$ cat src/rtl/audio_pwm_out_if.sv
// Sample ingress bundle between the divider and the PWM output stage.
// Latency: none, pure wiring.
// Backpressure: din_ready from the sink gates acceptance of din/din_valid.
interface audio_pwm_out_if #(
    parameter int SAMPLE_W = 16
);
    logic [SAMPLE_W-1:0] din;
    logic                din_valid;
    logic                din_ready;

    modport master (output din, output din_valid, input din_ready);
    modport slave  (input din, input din_valid, output din_ready);
endinterface

$ cat src/rtl/audio_pwm_out.sv
// Generic synchronous FIFO, power-of-two depth, with occupancy count.
// Latency: a pushed word is at the head one cycle later; rdat_o shows the head combinationally.
// Backpressure: none internally; the caller must not push when full nor pop when empty.
module sync_fifo #(
    parameter int W     = 8,
    parameter int DEPTH = 4
) (
    input  logic                   clk,
    input  logic                   rst,
    input  logic                   push_i,
    input  logic                   pop_i,
    input  logic [W-1:0]           wdat_i,
    output logic [W-1:0]           rdat_o,
    output logic [$clog2(DEPTH):0] count_o
);
    localparam int AW = $clog2(DEPTH);
    localparam logic [AW-1:0] PTR_ONE   = 1;
    localparam logic [AW:0]   COUNT_ONE = 1;

    logic [W-1:0]  mem_q [DEPTH];
    logic [AW-1:0] wr_ptr_q, wr_ptr_d;
    logic [AW-1:0] rd_ptr_q, rd_ptr_d;
    logic [AW:0]   count_q, count_d;

    // Pointer and occupancy next state; pointers wrap by natural overflow of AW bits.
    always_comb begin
        wr_ptr_d = wr_ptr_q;
        rd_ptr_d = rd_ptr_q;
        count_d  = count_q;
        if (push_i) wr_ptr_d = wr_ptr_q + PTR_ONE;
        if (pop_i)  rd_ptr_d = rd_ptr_q + PTR_ONE;
        case ({push_i, pop_i})
            2'b10:   count_d = count_q + COUNT_ONE;
            2'b01:   count_d = count_q - COUNT_ONE;
            default: count_d = count_q;
        endcase
    end

    // Control state; reset discards everything buffered.
    always_ff @(posedge clk or posedge rst) begin
        if (rst) begin
            wr_ptr_q <= '0;
            rd_ptr_q <= '0;
            count_q  <= '0;
        end else begin
            wr_ptr_q <= wr_ptr_d;
            rd_ptr_q <= rd_ptr_d;
            count_q  <= count_d;
        end
    end

    // Storage needs no reset: stale words are never visible once count is cleared.
    always_ff @(posedge clk) begin
        if (push_i) mem_q[wr_ptr_q] <= wdat_i;
    end

    assign rdat_o  = mem_q[rd_ptr_q];
    assign count_o = count_q;
endmodule

// Buffers normalised samples, releases one per sample_tick and renders its MSBs as PWM.
// Latency: a popped sample drives pwm_out from the period after the next counter wrap, +1 register.
// Backpressure: din_ready low while the FIFO is full; a tick on an empty FIFO pulses underrun.
module audio_pwm_out #(
    parameter int SAMPLE_W = 16,
    parameter int PWM_BITS = 8,
    parameter int DEPTH    = 4
) (
    input  logic                   clk,
    input  logic                   reset,
    audio_pwm_out_if.slave         in_if,
    input  logic                   sample_tick,
    output logic                   pwm_out,
    output logic                   underrun,
    output logic [$clog2(DEPTH):0] fifo_count
);
    localparam int AW = $clog2(DEPTH);
    localparam logic [PWM_BITS-1:0] CNT_MAX = '1;
    localparam logic [PWM_BITS-1:0] CNT_ONE = 1;

    logic                push;
    logic                pop;
    logic                fifo_empty;
    logic                fifo_full;
    logic [PWM_BITS-1:0] head_duty;
    logic                unused_lsbs;

    logic [PWM_BITS-1:0] duty_pending_q, duty_pending_d;
    logic [PWM_BITS-1:0] duty_active_q, duty_active_d;
    logic [PWM_BITS-1:0] pwm_cnt_q, pwm_cnt_d;
    logic                pwm_out_q, pwm_out_d;
    logic                underrun_q, underrun_d;

    // Only the PWM-resolution MSBs are ever rendered, so only those are buffered.
    assign unused_lsbs = ^in_if.din[SAMPLE_W-PWM_BITS-1:0];

    // Count never exceeds DEPTH (a power of two), so its MSB alone marks full.
    assign fifo_full       = fifo_count[AW];
    assign fifo_empty      = (fifo_count == '0);
    assign in_if.din_ready = !fifo_full;
    assign push            = in_if.din_valid && !fifo_full;
    assign pop             = sample_tick && !fifo_empty;

    sync_fifo #(
        .W     (PWM_BITS),
        .DEPTH (DEPTH)
    ) u_fifo (
        .clk     (clk),
        .rst     (reset),
        .push_i  (push),
        .pop_i   (pop),
        .wdat_i  (in_if.din[SAMPLE_W-1 -: PWM_BITS]),
        .rdat_o  (head_duty),
        .count_o (fifo_count)
    );

    // Sample-rate release: pop loads the pending duty, an empty tick flags underrun.
    always_comb begin
        duty_pending_d = pop ? head_duty : duty_pending_q;
        underrun_d     = sample_tick && fifo_empty;
    end

    // PWM engine: free-running counter, duty swapped only at wrap, registered compare.
    always_comb begin
        pwm_cnt_d     = pwm_cnt_q + CNT_ONE;
        duty_active_d = (pwm_cnt_q == CNT_MAX) ? duty_pending_q : duty_active_q;
        pwm_out_d     = (pwm_cnt_q < duty_active_q);
    end

    // State registers for duty, counter and outputs.
    always_ff @(posedge clk or posedge reset) begin
        if (reset) begin
            duty_pending_q <= '0;
            duty_active_q  <= '0;
            pwm_cnt_q      <= '0;
            pwm_out_q      <= 1'b0;
            underrun_q     <= 1'b0;
        end else begin
            duty_pending_q <= duty_pending_d;
            duty_active_q  <= duty_active_d;
            pwm_cnt_q      <= pwm_cnt_d;
            pwm_out_q      <= pwm_out_d;
            underrun_q     <= underrun_d;
        end
    end

    assign pwm_out  = pwm_out_q;
    assign underrun = underrun_q;
endmodule

$ cat src/flat_wrapper.sv
// flat-port wrapper written by rule: the top's interface ports become plain ports
module audio_pwm_out_flat 
#(
    parameter int SAMPLE_W = 16,
    parameter int PWM_BITS = 8,
    parameter int DEPTH    = 4
)
  (clk, reset, sample_tick, pwm_out, underrun, fifo_count, in_if_din, in_if_din_valid, in_if_din_ready);
  audio_pwm_out_if #(.SAMPLE_W(SAMPLE_W)) in_if_i ();
  input  logic clk;
  input  logic reset;
  input  logic sample_tick;
  output logic pwm_out;
  output logic underrun;
  output logic [$clog2(DEPTH):0] fifo_count;
  input wire logic [$bits(in_if_i.din)-1:0] in_if_din;
  input wire logic [$bits(in_if_i.din_valid)-1:0] in_if_din_valid;
  output wire logic [$bits(in_if_i.din_ready)-1:0] in_if_din_ready;
  assign in_if_i.din = in_if_din;
  assign in_if_i.din_valid = in_if_din_valid;
  assign in_if_din_ready = in_if_i.din_ready;
  audio_pwm_out #(.SAMPLE_W(SAMPLE_W), .PWM_BITS(PWM_BITS), .DEPTH(DEPTH)) u_core (.clk(clk), .reset(reset), .in_if(in_if_i), .sample_tick(sample_tick), .pwm_out(pwm_out), .underrun(underrun), .fifo_count(fifo_count));
endmodule
$ cat config.mk
export PLATFORM = sky130hd
export DESIGN_NAME = audio_pwm_out_flat
export DESIGN_NICKNAME = d
export VERILOG_FILES = /design/src/rtl/audio_pwm_out_if.sv /design/src/rtl/audio_pwm_out.sv /design/src/flat_wrapper.sv
export SDC_FILE = /design/constraint.sdc
export NUM_CORES = 1
export LEC_CHECK = 0
export CAP_MARGIN = 5
export CORE_UTILIZATION = 51
export DETAILED_ROUTE_END_ITERATION = 10
export GPL_TIMING_DRIVEN = 0
export PLACE_DENSITY = 0.75
export SYNTH_ARGS = -nofsm -noshare
export SYNTH_HDL_FRONTEND = slang
export SYNTH_SLANG_ARGS = --single-unit
$ cat constraint.sdc
create_clock -name clk -period 1.75 [get_ports clk]
set_input_delay 0.35 -clock clk [delete_from_list [all_inputs] [get_ports clk]]
set_output_delay 0.35 -clock clk [all_outputs]
set_load 0.01 [all_outputs]
==> results.md, run 1 <==
| Metric | Value |
|---|---|
| Final cell count without fillers | 272 |
| Top routing layer in use | met4 |
| Horiz. Die Dim | 75.3 um |
| Fill cells | 383 |
| Clock-pin slew on the worst setup and hold paths | 0.07 ns |
| CTS root buf | clkbuf_8 |
| Remaining global-route overflow | 0 |
| Total Routed Length | 4050 um |
| Proportion of synthesized chip area in sequential cells | 0.652 |
| Maximum clock insertion buffer count | 2 |
| Hold-fix buffers, CTS | 0 |
| Crit path setup slack, layout | 0.000258 ns |
| Total nets after synthesis | 201 |
| Detailed route wirelength on metal3 | 111 um |
| Wire length of the first global-routing pass | 6620 um |
| Pin count of the biggest net entering global routing | 34 |
| Via count of the routed design | 1383 |
| Final nets | 231 |
| Metal-1 WL | 1690 um |
| YS warnings | 0 |
| Shortest clock period the worst path allows after layout | 1.75 ns |
| Average instance area after synthesis | 16.4 sq um |
| Synth unique cells | 32 |
| Worst setup timing slack at the placement stage | -0.471 ns |
| Data required time of the worst path | 2.00 ns |
| Class of the most critical hold timing path | input pin to async pin |
| Count of H-tree levels built during CTS | 3 |
| Final hold violations | 0 |
| Global-route usage over all layers | 0.169 |
| Headroom to the max-slew limit | 0.645 |
| Dominant register cell in the synthesized netlist | dfrtp_1 |
| Power density of the placed cells | 1430 nW/um^2 |
| Yosys top cell area share | 0.351 |
| Number of flops mapped to enable cells by yosys | 32 |
| Critical path's slowest cell | dfrtp_1 |
| Layout-stage area growth over the synthesis result | 20.6% |
| Maximum net fanout on the critical path | 3 |
| Clock network latency to the later pin of the worst-skew pair | 0.34 ns |
| Gpl congestion | 0.757 |
| Num rows | 26 |
| Share of flip-flops with an asynchronous set or reset after synthesis | 0.508 |
| Crit-path cells | nor3_4 -> nand2b_4 -> inv_8 -> ha_4 -> inv_2 -> fa_2 -> xor2_1 -> nor2_1 -> xnor2_1 |
| Final count of pins violating max slew | 0 |
| Cell area after synthesis | 2740 sq um |
| Leak | 1.32 nW |
| Area of placed instances | 3030 sq um |
| Final total negative setup slack | 0 ns |
| # setup viols final | 0 |
| Starting utilization of the core area | 0.533 |
| Amount of wire on met2 after detailed routing | 2180 um |
| # clock sinks | 65 |
| Element type at the critical path end | register |
| DRT iter0 DRCs | 30 |
| Area of the core | 5140 sq um |
| Ratio of final minimum period to clock period | 1.00 |
| TritonCTS buffer count | 9 |
| Count of nets left with antenna violations after detail routing | 0 |
| Drt via density | 5.08 |
| Number of diodes added for antenna fixing | 0 |
| Most common cell in the netlist | dfrtp_1 |
| Layout Cell Area excl Fill | 3310 sq um |
| Synth top area cells | edfxtp_1, dfrtp_1, mux4_2 |
| Setup repair after global routing missed its margin | true |
| Leading post-synthesis cells by instance count | dfrtp_1, edfxtp_1, inv_1, ha_1 |
| Status | finished, final reports clean |
| Layout Skew | 0.00694 ns |
| Share of post-route cells with drive strength above 1 | 0.267 |
| IR drop worst, VDD | 796 uV |
| Post-detailed-placement half-perimeter wirelength | 2810 um |
| Area taken by flip-flops and latches | 1790 sq um |
| Worst Tran Pin Value | 0.532 ns |
| TritonCTS clock tree | built |
| Library cell occupying the most area in the post-synthesis netlist | edfxtp_1 |
| Number of cells in the design after placement | 254 |
| Max_cap viols | 0 |
| Post-Syn Instances | 167 |
| Crit path DAT | 2.00 ns |
| Vias in the first global route | 1457 |
| Timing-limited maximum frequency | 572 MHz |
| First-pass detailed-route iteration total | 2 |
| Average wire per cell in the routed design | 14.9 um |
| Worst Setup Start Kind | register |
| Number of synthesized register bits | 65 |
| Die Height | 75.3 um |
| CP Class | register to register |
| # IOs | 26 |
| Area used by multi-input combinational logic | 898 sq um |
| Buffers on Ports | 17 |
| Die footprint | 5670 sq um |
| Antenna violations before repair | 0 |
| Detailed-route DRC error count | 0 |
| Highest cell delay on the worst timing path | 0.43 ns |
==> report_power, final <==
group,switching (mW),internal (mW),total (mW)
clock,0.584,0.798,1.38
sequential,0.166,1.91,2.08
combinational,0.533,0.721,1.25
==> kinds of logic after synthesis <==
group           after synthesis  synth area share
flops                        65             0.652
mux                          25             0.146
buf+inv                      22            0.0356
simple gates                 21            0.0420
fa+ha+maj                    14            0.0666
xor+xnor                     12            0.0383
compound gates                8            0.0196
==> worst paths after layout <==
path | cells past startpoint | from | end | slack [ns]
max | 9 | u_core.u_fifo.count_o[1] | u_core.u_fifo.count_o[2] | 0.0003
min | 2 | reset | u_core.pwm_out | 0.28
max reg2reg | 9 | u_core.u_fifo.count_o[1] | u_core.u_fifo.count_o[2] | 0.0003
min reg2reg | 1 | u_core.duty_active_q[5] | u_core.duty_active_q[5] | 0.48
max in group asynchronous | 3 | reset | u_core.u_fifo.count_o[2] | 1.03
min in group clk | 1 | u_core.duty_active_q[5] | u_core.duty_active_q[5] | 0.48
==> sequential cells by signal, indices dropped and copies added (netlist names) <==
signal,flops
u_core.u_fifo.mem_q,32
u_core.duty_active_q,8
u_core.duty_pending_q,8
u_core.pwm_cnt_q,8
u_core.u_fifo.count_o,3
u_core.u_fifo.rd_ptr_q,2
u_core.u_fifo.wr_ptr_q,2
u_core.pwm_out,1
u_core.underrun,1
==> placed cells by master, fill, tap and decap left out, types with 3 or more instances in the layout <==
cell,n
and2_1,5
clkbuf_8,9
clkdlybuf4s50_1,16
clkinvlp_4,3
dfrtp_1,31
edfxtp_1,32
ha_1,12
inv_1,15
mux2_2,7
mux2_4,8
mux4_2,8
nand2_1,4
xnor2_1,8
xor2_1,4
==> layout make-up <==
type,count,area share
Tap cell,70,0.0265
Timing Repair Buffer,20,0.0639
Clock buffer,9,0.0375
Multi-Input combinational cell,80,0.272
Sequential cell,65,0.541
Buffer,3,0.00795
Clock inverter,7,0.0288
Inverter,18,0.0227
==> critical path: cells and delay by family (launching register included) <==
kind	cells	cell delay [ns]
xor+xnor	2	0.30
fa+ha+maj	2	0.47
buf+inv	2	0.10
simple gates	3	0.36
flops	1	0.43
==> metrics by stage <==
stage	power, mW	utilization	hold WS [ns]
3_3_place_gp	3.23	0.590	0.468
3_5_place_dp	3.32	0.590	0.475
6_report	4.72	0.643	0.279
2_1_floorplan	2.97	-	0.435
4_1_cts	4.70	0.633	0.491
5_1_grt	4.97	0.643	0.292
==> layer usage <==
layer  up-vias  track usage
li1        650            -
met5         -            0
met2        15        0.276
met4         0       0.0864
met3         7       0.0556
met1       711        0.201
==> repair_timing <==
item                                    4_1_cts  5_1_grt
setup buffers                                 1        1
pin swaps                                     1        4
resized for setup                             2        6
endpoints found under the setup margin        3        2
endpoints found under the hold margin         0        0
Power figures use the tool's default switching activity.
==> inputs of run 2 (changes only) <==
--- a/config.mk
+++ b/config.mk
@@ -6,10 +6,12 @@
 export NUM_CORES = 1
 export LEC_CHECK = 0
 export CAP_MARGIN = 5
+export CORE_ASPECT_RATIO = 0.8
 export CORE_UTILIZATION = 51
 export DETAILED_ROUTE_END_ITERATION = 10
 export GPL_TIMING_DRIVEN = 0
 export PLACE_DENSITY = 0.75
+export SLEW_MARGIN = 20
 export SYNTH_ARGS = -nofsm -noshare
 export SYNTH_HDL_FRONTEND = slang
 export SYNTH_SLANG_ARGS = --single-unit
==> run 2 against run 1 <==
Clock power is 15% lower. Wire length is 7.1% higher. Worst setup slack better by 0.016 ns. Critical endpoint unchanged. Clock skew hardly changed. Critical path type is now input pin to register. Final area is 1.1% lower. Largest cell class unchanged. Critical path depth stayed put. Highest routed layer unchanged.
==> results.md, run 2 (synthesis results as in run 1) <==
| Metric | Value | vs previous |
|---|---|---|
| Setup repair after global routing missed its margin | true |  |
| Status | finished, final reports clean |  |
| Commonest non-fill, non-tap cells in the layout | dfrtp_1, edfxtp_1, inv_1, clkdlybuf4s50_1, ha_1 |  |
| Die footprint | 5670 sq um | about the same |
| Power density of the placed cells | 1400 nW/um^2 | -2.1% |
| DRT iter0 DRCs | 46 | +53% |
| Headroom to the max-slew limit | 0.550 | -0.0958 |
| Maximum clock insertion buffer count | 2 | unchanged |
| Class of the most critical hold timing path | input pin to async pin |  |
| Horiz. Die Dim | 84.0 um | +11% |
| Worst Setup Start Kind | input pin |  |
| Via count of the routed design | 1388 | +0.36% |
| Crit path setup slack, layout | 0.0163 ns | +0.0161 ns |
| Area of the core | 5090 sq um | -0.90% |
| Count of H-tree levels built during CTS | 3 | unchanged |
| Drt via density | 5.16 | +1.5% |
| CP Class | input pin to register |  |
| # IOs | 26 | unchanged |
| First-pass detailed-route iteration total | 4 | +2 |
| Crit path DAT | 2.00 ns | about the same |
| Maximum net fanout on the critical path | 2 | -1 |
| Clock network latency to the later pin of the worst-skew pair | 0.34 ns | about the same |
| Max_cap viols | 0 | unchanged |
| Average wire per cell in the routed design | 16.1 um | +8.3% |
| Final nets | 236 | +2.2% |
| Detailed-route DRC error count | 0 | unchanged |
| Count of nets left with antenna violations after detail routing | 0 | unchanged |
| CTS root buf | clkbuf_8 |  |
| Die Height | 67.6 um | -10% |
| Crit-path cells | clkdlybuf4s50_1 -> nand2b_4 -> inv_8 -> ha_4 -> inv_2 -> fa_2 -> xor2_1 -> nor2_1 -> xnor2_1 |  |
| Depth of the worst register-to-register path | 9 | unchanged |
| Gpl congestion | 0.679 | -10% |
| Layout Skew | 0.00685 ns | -0.0000880 ns |
| Shortest clock period the worst path allows after layout | 1.73 ns | -0.0161 ns |
| Element type at the critical path end | register |  |
| Final count of pins violating max slew | 0 | unchanged |
| Wire length of the first global-routing pass | 7200 um | +8.9% |
| Number of flip-flops under the largest register name | 32 | unchanged |
| Final hold violations | 0 | unchanged |
| Clock-pin slew on the worst setup and hold paths | 0.07 ns | about the same |
| Hold-fix buffers, CTS | 0 | unchanged |
| Leak | 1.34 nW | +1.1% |
| Global-route usage over all layers | 0.183 | +0.0141 |
| Antenna violations before repair | 0 | unchanged |
| Reg-to-reg critical path endpoint | u_core.u_fifo.count_o[2] |  |
| TritonCTS buffer count | 9 | unchanged |
| Post-detailed-placement half-perimeter wirelength | 2970 um | +5.7% |
| Worst setup timing slack at the placement stage | -0.478 ns | -0.00786 ns |
| Vias in the first global route | 1478 | +1.4% |
| Pin count of the biggest net entering global routing | 34 | unchanged |
| Share of post-route cells with drive strength above 1 | 0.271 | +0.00320 |
| # clock sinks | 65 | unchanged |
| Final hold slack | 0.431 ns | +0.152 ns |
| Worst Tran Pin Value | 0.675 ns | +0.143 ns |
| Layout-stage area growth over the synthesis result | 19.3% |  |
| Critical path's slowest cell | clkdlybuf4s50_1 |  |
| Largest Register | u_core.u_fifo.mem_q |  |
| Ratio of final minimum period to clock period | 0.991 | -0.00918 |
| FF-to-FF Start | u_core.u_fifo.count_o[0] |  |
| Starting utilization of the core area | 0.538 | +0.00485 |
| Highest cell delay on the worst timing path | 0.54 ns | +0.11 ns |
| Num rows | 23 | -12% |
| Total Routed Length | 4330 um | +7.1% |
| Timing-limited maximum frequency | 577 MHz | +0.93% |
| Number of diodes added for antenna fixing | 0 | unchanged |
| # setup viols final | 0 | unchanged |
| TritonCTS clock tree | built |  |
| Remaining global-route overflow | 0 | unchanged |
| Data required time of the worst path | 2.01 ns | about the same |
| Flop2flop setup slack | 0.03 ns | +0.03 ns |
| IR drop worst, VDD | 1010 uV | +27% |
| Buffers on Ports | 17 | unchanged |
## run 2: worst max-delay path, delay by kind of cell
kind          cells  cell delay (ns)
xor+xnor          2             0.29
simple gates      2             0.23
buf+inv           3             0.64
fa+ha+maj         2             0.49
## run 2: per-stage QoR
stage / TNS [ns] / util / power [mW] / instance area (sq um) / std cells
after floorplan: 0 / - / 2.97 / 2770 / 167
after global placement: -7.74 / 0.593 / 3.26 / 3020 / 246
after detailed placement: -9.76 / 0.593 / 3.33 / 3020 / 246
after CTS: 0 / 0.633 / 4.55 / 3220 / 264
after global routing: -0.0463 / 0.642 / 4.83 / 3270 / 269
final: 0 / 0.642 / 4.57 / 3270 / 269
## run 2: what timing repair did
| action | in CTS | in global routing |
|---|---|---|
| pin swaps | 1 | 6 |
| endpoints found under the setup margin | 3 | 2 |
| resized for setup | 4 | 4 |
| setup buffers | 3 | 5 |
## run 2: worst max path at each step
stage                                   from                  endpoint  slack [ns]
floorplan           u_core.u_fifo.count_o[0]  u_core.u_fifo.count_o[2]       0.005
global placement             in_if_din_valid  u_core.u_fifo.count_o[2]       -0.42
detailed placement           in_if_din_valid  u_core.u_fifo.count_o[2]       -0.48
CTS                 u_core.u_fifo.count_o[2]  u_core.u_fifo.count_o[2]       0.005
global route        u_core.u_fifo.count_o[0]  u_core.u_fifo.count_o[2]       -0.05
finish                           sample_tick  u_core.u_fifo.count_o[2]        0.02
## run 2: area by class of cell
type                       count  area [sq um]
inverter                      18          75.1
fill                         361          1820
timing repair buffer          25           231
clock buffer                  11           131
multi-input combinational     80           892
buffer                         3          26.3
clock inverter                 5          47.5
sequential                    65          1790
tap                           62          77.6
## run 2: per-layer routing
metal  vias up  share of wire  global-route usage
met5         -              0                   0
met4         0          0.013              0.0582
met2        21           0.51               0.332
met1       700           0.42               0.191
li1        658              -                   -
met3         9          0.051              0.0868
## run 2: where the power goes
part / internal, mW / switching, mW
Clock: 0.644 / 0.531
Combinational: 0.767 / 0.562
Sequential: 1.91 / 0.151
Total: 3.32 / 1.24
==> inputs of run 3 (changes only) <==
--- a/config.mk
+++ b/config.mk
@@ -15,3 +15,4 @@
 export SYNTH_ARGS = -nofsm -noshare
 export SYNTH_HDL_FRONTEND = slang
 export SYNTH_SLANG_ARGS = --single-unit
+export TNS_END_PERCENT = 20
==> results of run 3 <==
Final layout, timing and power as in run 2 (identical DEF).
==> RTL edit 1: new RTL, settings of run 1 <==
Register the output `fifo_count`, without a reset; this adds one clock of latency there. The other outputs are not delayed to match.
--- a/src/rtl/audio_pwm_out.sv
+++ b/src/rtl/audio_pwm_out.sv
@@ -80,2 +80,4 @@
 
+    logic [$clog2(DEPTH):0] fifo_count_d;
+
     logic                push;
@@ -97,4 +99,4 @@
     // Count never exceeds DEPTH (a power of two), so its MSB alone marks full.
-    assign fifo_full       = fifo_count[AW];
-    assign fifo_empty      = (fifo_count == '0);
+    assign fifo_full       = fifo_count_d[AW];
+    assign fifo_empty      = (fifo_count_d == '0);
     assign in_if.din_ready = !fifo_full;
@@ -113,3 +115,3 @@
         .rdat_o  (head_duty),
-        .count_o (fifo_count)
+        .count_o (fifo_count_d)
     );
@@ -148,2 +150,6 @@
     assign underrun = underrun_q;
+    always_ff @(posedge clk) begin
+        fifo_count <= fifo_count_d;
+    end
+
 endmodule
Function: changed (a bounded check fails within 4 cycles, from zero or initial values and one cycle with reset high).
==> RTL edit 1 against run 1 <==
Sequential cell count up 3. Largest cell class unchanged. Count of clock-buffer cells in the layout up 5. Setup slack better by 0.058 ns. Utilization about the same. Clock power down 9%. Area after synthesis up 1.9%. Final area up 1.2%. Wire length up 5.0%. Via count up 0.29%. Non-clock buffer count up 3. Synthesized cell count up 1.2%. Highest routed layer unchanged. Total power about the same.
==> RTL edit 1: results (changes against run 1) <==
<table>
<tr><th>Metric</th><th>Value</th></tr>
<tr><th colspan="2">Run status</th></tr>
<tr><td>Outcome</td><td>finished, final reports clean (unchanged)</td></tr>
<tr><th colspan="2">Place</th></tr>
<tr><td>Pre-CTS setup slack</td><td>-0.5801 ns (was -0.4706 ns)</td></tr>
<tr><td>Area after DPL</td><td>3078 um^2 (was 3032 um^2)</td></tr>
<tr><th colspan="2">Final layout</th></tr>
<tr><td>Share of post-route cells with drive strength above 1</td><td>26.57% (was 26.73%)</td></tr>
<tr><td>Total of clock buffers placed in the layout</td><td>14 (was 9)</td></tr>
<tr><td>Total of fill cells in the finished design</td><td>376 (was 383)</td></tr>
<tr><td>Relative area of clock buffers and inverters in the final design</td><td>5.904% (was 6.621%)</td></tr>
<tr><td>Non-clk invs</td><td>16 (was 18)</td></tr>
<tr><td>Area share of buffers outside the clock network</td><td>7.586% (was 7.189%)</td></tr>
<tr><td>Multi-input gate share of total cell area</td><td>26.79% (was 27.17%)</td></tr>
<tr><th colspan="2">Worst setup path</th></tr>
<tr><td>Slack of the worst reg-to-reg path</td><td>0.06 ns (was 0.0003 ns)</td></tr>
<tr><td>Crit Path Max Fanout</td><td>4 (was 3)</td></tr>
<tr><td>Worst reg2reg startpoint</td><td>u_core.u_fifo.count_o[2] (was u_core.u_fifo.count_o[1])</td></tr>
<tr><td>Arrival time reported for the critical path endpoint</td><td>1.94 ns (was 2.00 ns)</td></tr>
<tr><td>Critical-path top delay cell</td><td>sky130_fd_sc_hd__dfrtp_2 (was sky130_fd_sc_hd__dfrtp_1)</td></tr>
<tr><th colspan="2">Pwr</th></tr>
<tr><td>Static leakage</td><td>1.359 nW (was 1.321 nW)</td></tr>
<tr><td>Clk pwr share</td><td>26.6% (was 29.3%)</td></tr>
<tr><td>Flop+latch power</td><td>2.19 mW (was 2.08 mW)</td></tr>
<tr><th colspan="2">Clock tree</th></tr>
<tr><td>Latest clock arrival within the worst-skew pair</td><td>0.32 ns (was 0.34 ns)</td></tr>
<tr><td>Number of clock sinks</td><td>68 (was 65)</td></tr>
<tr><th colspan="2">Logic synthesis</th></tr>
<tr><td>Sequential fraction of the synthesis area</td><td>66.10% (was 65.18%)</td></tr>
<tr><td>Top cells by count, synth</td><td>sky130_fd_sc_hd__dfrtp_1 (33), sky130_fd_sc_hd__edfxtp_1 (32), sky130_fd_sc_hd__inv_1 (16), sky130_fd_sc_hd__ha_1 (13) (was sky130_fd_sc_hd__dfrtp_1 (33), sky130_fd_sc_hd__edfxtp_1 (32), sky130_fd_sc_hd__inv_1 (17), sky130_fd_sc_hd__ha_1 (13))</td></tr>
<tr><th colspan="2">Timing</th></tr>
<tr><td>Worst setup skew after layout</td><td>0.005877 ns (was 0.006943 ns)</td></tr>
<tr><th colspan="2">Drt</th></tr>
<tr><td>Routed metal-1 wire length</td><td>1772 um (was 1690 um)</td></tr>
<tr><td>Detailed-route via count</td><td>1387 (was 1383)</td></tr>
<tr><th colspan="2">GRT</th></tr>
<tr><td>Met1 routing resource usage after global routing</td><td>20.18% (was 20.07%)</td></tr>
</table>
[RTL edit 1: logic make-up (layout without fill, tap and decap cells)]
family / after synthesis / in the layout / share of synthesized area (%)
fa+ha+maj: 14 / 14 / 6.538
mux: 25 / 25 / 14.33
xor+xnor: 12 / 12 / 3.762
compound gates: 8 / 8 / 1.926
buf+inv: 20 / 58 / 3.090
flops: 68 / 68 / 66.10
simple gates: 22 / 22 / 4.254
[RTL edit 1: timing repair]
item,4_1_cts,5_1_grt
buffers inserted,4,1
setup endpoints to repair,2,2
gates resized for setup,10,3
pin swaps,5,6
hold buffers,0,0
[RTL edit 1: stage by stage]
| step | TNS [ns] | total power, mW | cells |
|---|---|---|---|
| 4_1_cts | -0.02827 | 4.764 | 276 |
| 6_report | 0 | 4.718 | 277 |
| 3_5_place_dp | -13.42 | 3.448 | 256 |
| 2_1_floorplan | 0 | 3.073 | 169 |
| 5_1_grt | -0.03744 | 4.995 | 277 |
| 3_3_place_gp | -7.546 | 3.341 | 256 |
==> RTL edit 2: new RTL, settings of run 1 <==
Made on the original files. `DEPTH` is set to 4 in 3 places; all go to 16.
--- a/src/rtl/audio_pwm_out.sv
+++ b/src/rtl/audio_pwm_out.sv
@@ -5,3 +5,3 @@
     parameter int W     = 8,
-    parameter int DEPTH = 4
+    parameter int DEPTH = 16
 ) (
@@ -66,3 +66,3 @@
     parameter int PWM_BITS = 8,
-    parameter int DEPTH    = 4
+    parameter int DEPTH    = 16
 ) (
--- a/src/flat_wrapper.sv
+++ b/src/flat_wrapper.sv
@@ -5,3 +5,3 @@
     parameter int PWM_BITS = 8,
-    parameter int DEPTH    = 4
+    parameter int DEPTH    = 16
 )
Interface: changed (resized fifo_count); port bits go from 26 to 28. No check against the original RTL was run, so the function may have changed too.
==> RTL edit 2 against run 1 <==
The run now ends with setup timing left. Largest power group unchanged. Via count increased to 2.6 times the old value. Total power increased to 2.9 times the old value. Area after synthesis increased to 2.5 times the old value. Setup slack got worse by 1.3 ns. Largest cell class unchanged. Count of clock-buffer cells in the layout increased by 8. Sequential cell count increased by 102. Final area increased to 2.6 times the old value. Hold slack improved by 0.13 ns. Wire length increased to 3.4 times the old value. Synthesized cell count increased by 130%.
==> RTL edit 2: results (changes against run 1) <==
<table>
<tr><th>Metric</th><th>Value</th></tr>
<tr><th colspan="2">Logic synthesis</th></tr>
<tr><td>Per-instance average area after synthesis</td><td>18.06 um^2 (was 16.42 um^2)</td></tr>
<tr><td>Synth top area cells</td><td>sky130_fd_sc_hd__edfxtp_1 (56%), sky130_fd_sc_hd__dfrtp_1 (14%), sky130_fd_sc_hd__mux4_2 (9.8%) (was sky130_fd_sc_hd__edfxtp_1 (35%), sky130_fd_sc_hd__dfrtp_1 (30%), sky130_fd_sc_hd__mux4_2 (6.6%))</td></tr>
<tr><td>Count of unique library cells instantiated by Yosys</td><td>45 (was 32)</td></tr>
<tr><td>FFs w/ async S/R, synth</td><td>23.35% (was 50.77%)</td></tr>
<tr><td>Sequential fraction of the synthesis area</td><td>69.85% (was 65.18%)</td></tr>
<tr><td>Net Count, Synth</td><td>419 (was 201)</td></tr>
<tr><th colspan="2">Final layout</th></tr>
<tr><td>Area share of buffers outside the clock network</td><td>7.791% (was 7.189%)</td></tr>
<tr><td>Nets@finish</td><td>487 (was 231)</td></tr>
<tr><td>Relative area of clock buffers and inverters in the final design</td><td>6.989% (was 6.621%)</td></tr>
<tr><th colspan="2">Timing</th></tr>
<tr><td>Setup slack of the critical path after layout</td><td>-1.348 ns (was 0.0002578 ns)</td></tr>
<tr><td>Final-report setup violation count</td><td>103 (was 0)</td></tr>
<tr><td>Slew at the pin closest to its max-slew limit</td><td>0.8144 ns (was 0.5319 ns)</td></tr>
<tr><td>Tightest hold margin</td><td>0.4134 ns (was 0.2787 ns)</td></tr>
<tr><th colspan="2">Place</th></tr>
<tr><td>Area after DPL</td><td>7372 um^2 (was 3032 um^2)</td></tr>
<tr><td>Inst Count DP</td><td>577 (was 254)</td></tr>
<tr><th colspan="2">Clock tree</th></tr>
<tr><td>Post-CTS Resized</td><td>49 (was 2)</td></tr>
<tr><td>Cts bufs inserted</td><td>17 (was 9)</td></tr>
<tr><td>Post CTS Setup Buffer Count</td><td>7 (was 1)</td></tr>
<tr><th colspan="2">Worst setup path</th></tr>
<tr><td>Critical-path top delay cell</td><td>sky130_fd_sc_hd__or4_4 (was sky130_fd_sc_hd__dfrtp_1)</td></tr>
<tr><td>Largest stage delay on the critical path</td><td>0.56 ns (was 0.43 ns)</td></tr>
<tr><th colspan="2">Drt</th></tr>
<tr><td>Met2 Wirelength</td><td>6982 um (was 2183 um)</td></tr>
<tr><td>Number of optimization iterations in the first detailed-route pass</td><td>4 (was 2)</td></tr>
<tr><td>Routed metal-1 wire length</td><td>5677 um (was 1690 um)</td></tr>
<tr><th colspan="2">Pwr</th></tr>
<tr><td>Static leakage</td><td>3.061 nW (was 1.321 nW)</td></tr>
<tr><th colspan="2">Run status</th></tr>
<tr><td>Outcome</td><td>finished, violations left (was finished, final reports clean)</td></tr>
<tr><td>Violations in the final reports</td><td>setup timing</td></tr>
<tr><th colspan="2">GRT</th></tr>
<tr><td>Maximum number of pins on one net before global-route repair</td><td>40 (was 34)</td></tr>
<tr><td>Global-route wire length before repair</td><td>20890 um (was 6617 um)</td></tr>
</table>
## RTL edit 2: cell count changes in the layout (fill, tap and decap cells not counted), sizes merged, moves of 5 or more
cell / delta
a21oi: +10
edfxtp: +96
dfrtp: +6
clkbuf: +13
mux4: +24
xnor2: +5
o22ai: +16
and2: +12
buf: +41
## RTL edit 2: metal layers
metal	global-route usage, %	vias to the layer above
met2	32.76	99
met5	0	-
met3	5.840	18
met4	8.654	0
li1	-	1630
met1	27.13	1882
## RTL edit 2: power by group
part | internal [mW] | switching, mW | total (mW)
registers | 4.73 | 0.308 | 5.04
logic | 2.40 | 2.19 | 4.60
clock network | 2.26 | 1.55 | 3.81
## RTL edit 2: cells by family (layout without fill, tap and decap cells)
family / after synthesis / count (layout) / synth area share (%)
fa+ha+maj: 17 / 17 / 3.082
compound gates: 42 / 42 / 3.917
buf+inv: 34 / 114 / 2.538
xor+xnor: 17 / 17 / 2.158
flops: 167 / 167 / 69.85
simple gates: 55 / 55 / 4.968
mux: 50 / 50 / 13.49
